--- config.mk ---
export PLATFORM = sky130hd
export DESIGN_NAME = serial_subtractor
export DESIGN_NICKNAME = d
export VERILOG_FILES = /design/src/rtl/serial_subtractor.sv
export SDC_FILE = /design/constraint.sdc
export NUM_CORES = 1
export LEC_CHECK = 0
export CAP_MARGIN = 30
export CORE_ASPECT_RATIO = 1.5
export CORE_UTILIZATION = 50
export CTS_BUF_LIST = sky130_fd_sc_hd__clkbuf_8
export CTS_CLUSTER_DIAMETER = 150
export DETAILED_ROUTE_END_ITERATION = 12
export PLACE_DENSITY_LB_ADDON = 0.2
export SYNTH_ARGS = -nofsm -noshare
export SYNTH_HDL_FRONTEND = slang
export SYNTH_SLANG_ARGS = --single-unit
--- constraint.sdc ---
create_clock -name clk -period 2.1 [get_ports clk]
set_input_delay 0.525 -clock clk [delete_from_list [all_inputs] [get_ports clk]]
set_output_delay 0.525 -clock clk [all_outputs]
set_load 0.03 [all_outputs]
--- src/rtl/serial_subtractor.sv ---
// serial_subtractor: bit-serial unsigned subtractor computing a - b - b_in.
// One bit is processed per clock, LSB first, through a single one-bit
// subtract stage. The result registers only change when a full operation
// completes, so partial differences never appear on diff.
// Optional feature: define SERSUB_OVF_EN to enable the registered
// two's-complement overflow flag; otherwise ovf is tied low.
module serial_subtractor #(
  parameter int WIDTH = 4
) (
  input  logic             clk,
  input  logic             rst_n,
  input  logic             start,
  input  logic [WIDTH-1:0] a,
  input  logic [WIDTH-1:0] b,
  input  logic             b_in,
  output logic [WIDTH-1:0] diff,
  output logic             b_out,
  output logic             busy,
  output logic             done,
  output logic             ovf
);

  // The counter must hold values 0..WIDTH without wrapping.
  localparam int CntW = $clog2(WIDTH + 1);
  localparam logic [CntW-1:0] LastCnt = CntW'(WIDTH - 1);

  typedef enum logic [1:0] {
    IDLE,
    SHIFT,
    DONE
  } StateT;

  StateT            stateQ;
  logic [WIDTH-1:0] aQ;
  logic [WIDTH-1:0] bQ;
  logic             brwQ;
  logic [CntW-1:0]  cntQ;
  logic [WIDTH-1:0] diffQ;
  logic             bOutQ;
  logic             busyQ;
  logic             doneQ;

  logic             diffBitD;
  logic             brwD;
  logic             lastBit;

  // Single one-bit subtract stage fed by the LSBs of the operand shifters.
  always_comb begin
    diffBitD = aQ[0] ^ bQ[0] ^ brwQ;
    brwD     = (~aQ[0] & bQ[0]) | (~(aQ[0] ^ bQ[0]) & brwQ);
    lastBit  = (stateQ == SHIFT) && (cntQ == LastCnt);
  end

  // Control FSM, operand shifters and registered outputs. The minuend
  // shifter doubles as the difference accumulator: each difference bit
  // enters at the MSB as the consumed minuend bit leaves at the LSB.
  always_ff @(posedge clk or negedge rst_n) begin
    if (!rst_n) begin
      stateQ <= IDLE;
      aQ     <= '0;
      bQ     <= '0;
      brwQ   <= 1'b0;
      cntQ   <= '0;
      diffQ  <= '0;
      bOutQ  <= 1'b0;
      busyQ  <= 1'b0;
      doneQ  <= 1'b0;
    end else begin
      case (stateQ)
        IDLE: begin
          doneQ <= 1'b0;
          if (start) begin
            aQ     <= a;
            bQ     <= b;
            brwQ   <= b_in;
            cntQ   <= '0;
            busyQ  <= 1'b1;
            stateQ <= SHIFT;
          end
        end
        SHIFT: begin
          aQ   <= {diffBitD, aQ[WIDTH-1:1]};
          bQ   <= {1'b0, bQ[WIDTH-1:1]};
          brwQ <= brwD;
          cntQ <= cntQ + CntW'(1);
          if (lastBit) begin
            diffQ  <= {diffBitD, aQ[WIDTH-1:1]};
            bOutQ  <= brwD;
            busyQ  <= 1'b0;
            doneQ  <= 1'b1;
            stateQ <= DONE;
          end
        end
        DONE: begin
          doneQ  <= 1'b0;
          stateQ <= IDLE;
        end
        default: begin
          busyQ  <= 1'b0;
          doneQ  <= 1'b0;
          stateQ <= IDLE;
        end
      endcase
    end
  end

  assign diff  = diffQ;
  assign b_out = bOutQ;
  assign busy  = busyQ;
  assign done  = doneQ;

`ifdef SERSUB_OVF_EN
  logic aMsbQ;
  logic bMsbQ;
  logic ovfQ;

  // Overflow flag: keep the operand sign bits from acceptance and judge the
  // final difference sign against them when the last bit is produced.
  always_ff @(posedge clk or negedge rst_n) begin
    if (!rst_n) begin
      aMsbQ <= 1'b0;
      bMsbQ <= 1'b0;
      ovfQ  <= 1'b0;
    end else if ((stateQ == IDLE) && start) begin
      aMsbQ <= a[WIDTH-1];
      bMsbQ <= b[WIDTH-1];
    end else if (lastBit) begin
      ovfQ <= (aMsbQ != bMsbQ) && (diffBitD != aMsbQ);
    end
  end

  assign ovf = ovfQ;
`else
  assign ovf = 1'b0;
`endif

endmodule

==> qor.txt <==
final setup TNS - 0 ns
endpoints failing hold - 0
CP peak stage delay - 0.68 ns
post-synthesis sequential area ratio - 51.1%
fin nets - 117
f_max - 542 MHz
GRT Total Usage - 18.7%
number of non-filler instances in the completed layout - 122
layout cells sized above 1 - 14.9%
VDD IR max - 1.18 mV
DP HPWL - 1.24 mm
LEAKAGE - 0.568 nW
Most used DFF post-synth - dfrtp_1
Post-synth EDFFs - 0
Final Setup Violations - 0
fin crit share - 87.9%
CP delay by family, top - buffers and inverters
Post-CTS Repair Setup Buffers - 0
fraction of registers with async set/reset - 100%
CTS resizes - 0
initial DRC count - 9
die height - 57.5 um
antenna violations before repair - 0
Crit. End Element - output pin
vias in the first global route - 621
Wirelength per Cell - 13.8 um
Critical Path RT - 1.57 ns
Root Driver - clkbuf_8
IO Count - 20
worst-case clock skew - 0.0110 ns
diode count - 0
Port Buf Inserts - 18
synth warn - 0
Post-Syn Area per Cell - 12.2 um2
Slew Viols, Final - 0
Synthesized Nets - 99
crit path max-delay cell type - clkdlybuf4s50_1
unique cell type count in the Yosys netlist - 28
Cell Area, Synth - 0.00103 mm2
DRT antenna net count - 0
row count - 19
synth-to-layout area growth - 19.7%
Pwr Density - 1550 mW/mm2
Placed Cells incl. Taps - 118
latest clock arrival within the worst-skew pair - 0.27 ns
H-tree depth - 1
drt via density - 5.34
grt ovf - 0
final wirelength - 1.69 mm
Clk pin slew, worst setup/hold paths - 0.08 ns
post-route minimum period - 1.85 ns
CP startpoint kind - register
Worst Path Buf+Inv - 1
max_cap viols - 0
Critical Path, Cell by Cell - clkdlybuf4s50_1
Setup Crit Path Kind - reg -> out
RSZ-0062 raised after global routing - false
Residual DRC - 0
Worst Path Arrival - 1.32 ns
final design utilization - 65.6%
pin count of the biggest net entering global routing - 22
Die X - 39.0 um
core area - 0.00188 mm2
Inserted Clock Buffers - 3
first-pass GRT wire length - 2.90 mm
cts hold-fix bufs - 0
Seq cells post-synth - 21
TritonRoute pass-1 iters - 4
critical path fanouts, max - 3
TritonCTS sink count - 21
CTS tree - yes
status - finished clean
Starting Density - 54.8%
Worst Hold Class - reg -> reg
Die ar. - 0.00225 mm2
DR vias - 652
post-synthesis instance total - 84
reg2reg setup slack - 0.64 ns
routability cong. - 0.712
buffer depth of the longest clock path - 2
[per-stage QoR]
stage	hold slack, ns	setup WS [ns]	power [mW]	instance area [um2]
after floorplan	0.229	0.758	1.44	1030
after global placement	0.464	0.253	1.62	1180
after detailed placement	0.482	0.224	1.65	1180
after CTS	0.498	0.252	1.92	1230
after global routing	0.525	0.229	2.04	1230
final	0.490	0.254	1.90	1230
[per-layer routing]
metal  global-route usage [%]  up-vias  share of wire, %
met3                     2.33        2               3.0
met4                     8.87        0               2.1
met5                        0        -                 0
li1                         -      323                 -
met2                     26.2       17                48
met1                     28.3      310                47
[final cells by class]
cell class,instances,area (um2)
clock inverters,1,5.00
well taps,21,26.3
clock buffers,3,41.3
inverters,8,30.0
flip-flops and latches,21,526
repair buffers,19,188
fillers,159,647
multi-input cells,49,415
[sequential cells by signal (all words and copies together), names as in the netlist]
| name | count |
|---|---|
| stateQ | 2 |
| busy | 1 |
| b_out | 1 |
| done | 1 |
| bQ | 4 |
| cntQ | 3 |
| diff | 4 |
| aQ | 4 |
| brwQ | 1 |
[worst register-to-register path, cell delays in order (launching register included)]
cell and delay (ns):
dfrtp_1 0.40, ha_1 0.21, ha_1 0.26, nand3b_4 0.17, mux2_4 0.31
[path summary, 6_finish.rpt]
kind                       startpoint      end  depth (start not counted)
hold / removal                  b_out    b_out                          2
min in group asynchronous       rst_n    bQ[0]                          2
setup reg to reg              cntQ[0]  diff[3]                          4
hold reg to reg                 b_out    b_out                          2
setup / recovery                 busy     busy                          1
max in group asynchronous       rst_n  diff[3]                          2
[cell usage in the layout, fill, tap and decap left out]
master           Yosys  routed
a21oi_1              2       2
o21ai_0              1       1
clkdlybuf4s50_1      0      18
a32oi_1              1       1
conb_1               1       1
buf_4                1       1
o22a_1               1       1
nor3_1               2       2
fa_1                 1       1
nand2b_4             1       1
nand3b_4             1       1
clkbuf_8             0       3
nor2_1               8       8
a211oi_2             2       2
mux2i_1              1       1
nand3b_1             5       5
o221a_2              1       1
clkinv_2             0       1
nor3b_1              1       1
nand2_1              4       4
a21boi_0             1       1
o221a_1              4       4
o21ba_4              1       1
nand2b_1             1       1
ha_1                 2       2
o22ai_1              3       3
dfrtp_1             21      21
mux2_4               4       4
inv_1                8       8
[power breakdown]
| part | switching [mW] | total, mW | internal [mW] |
|---|---|---|---|
| clock network | 0.138 | 0.270 | 0.133 |
| logic | 0.421 | 0.878 | 0.457 |
| registers | 0.162 | 0.757 | 0.595 |
| total | 0.720 | 1.90 | 1.18 |
[synth_stat cells (2+ instances only)]
master,n,area share (%)
dfrtp_1,21,51
inv_1,8,2.9
nor2_1,8,2.9
nand3b_1,5,3.7
buf_6,4,4.4
mux2_4,4,5.8
nand2_1,4,1.5
o221a_1,4,4.4
o22ai_1,3,1.8
a211oi_2,2,2.4
a21oi_1,2,0.97
ha_1,2,2.4
nor3_1,2,0.97
[kinds of logic (layout without fill, tap and decap cells)]
group,Yosys count,after routing,synth area share (%)
adders and majority gates,3,3,4.38
and+or+nand+nor,23,23,13.6
AOI/OAI and AO/OA,17,17,15.2
muxes,5,5,6.81
DFF,21,21,51.1
other,1,1,0.365
buffers and inverters,14,31,8.52
Note: power is estimated with default switching activity, not from simulation.
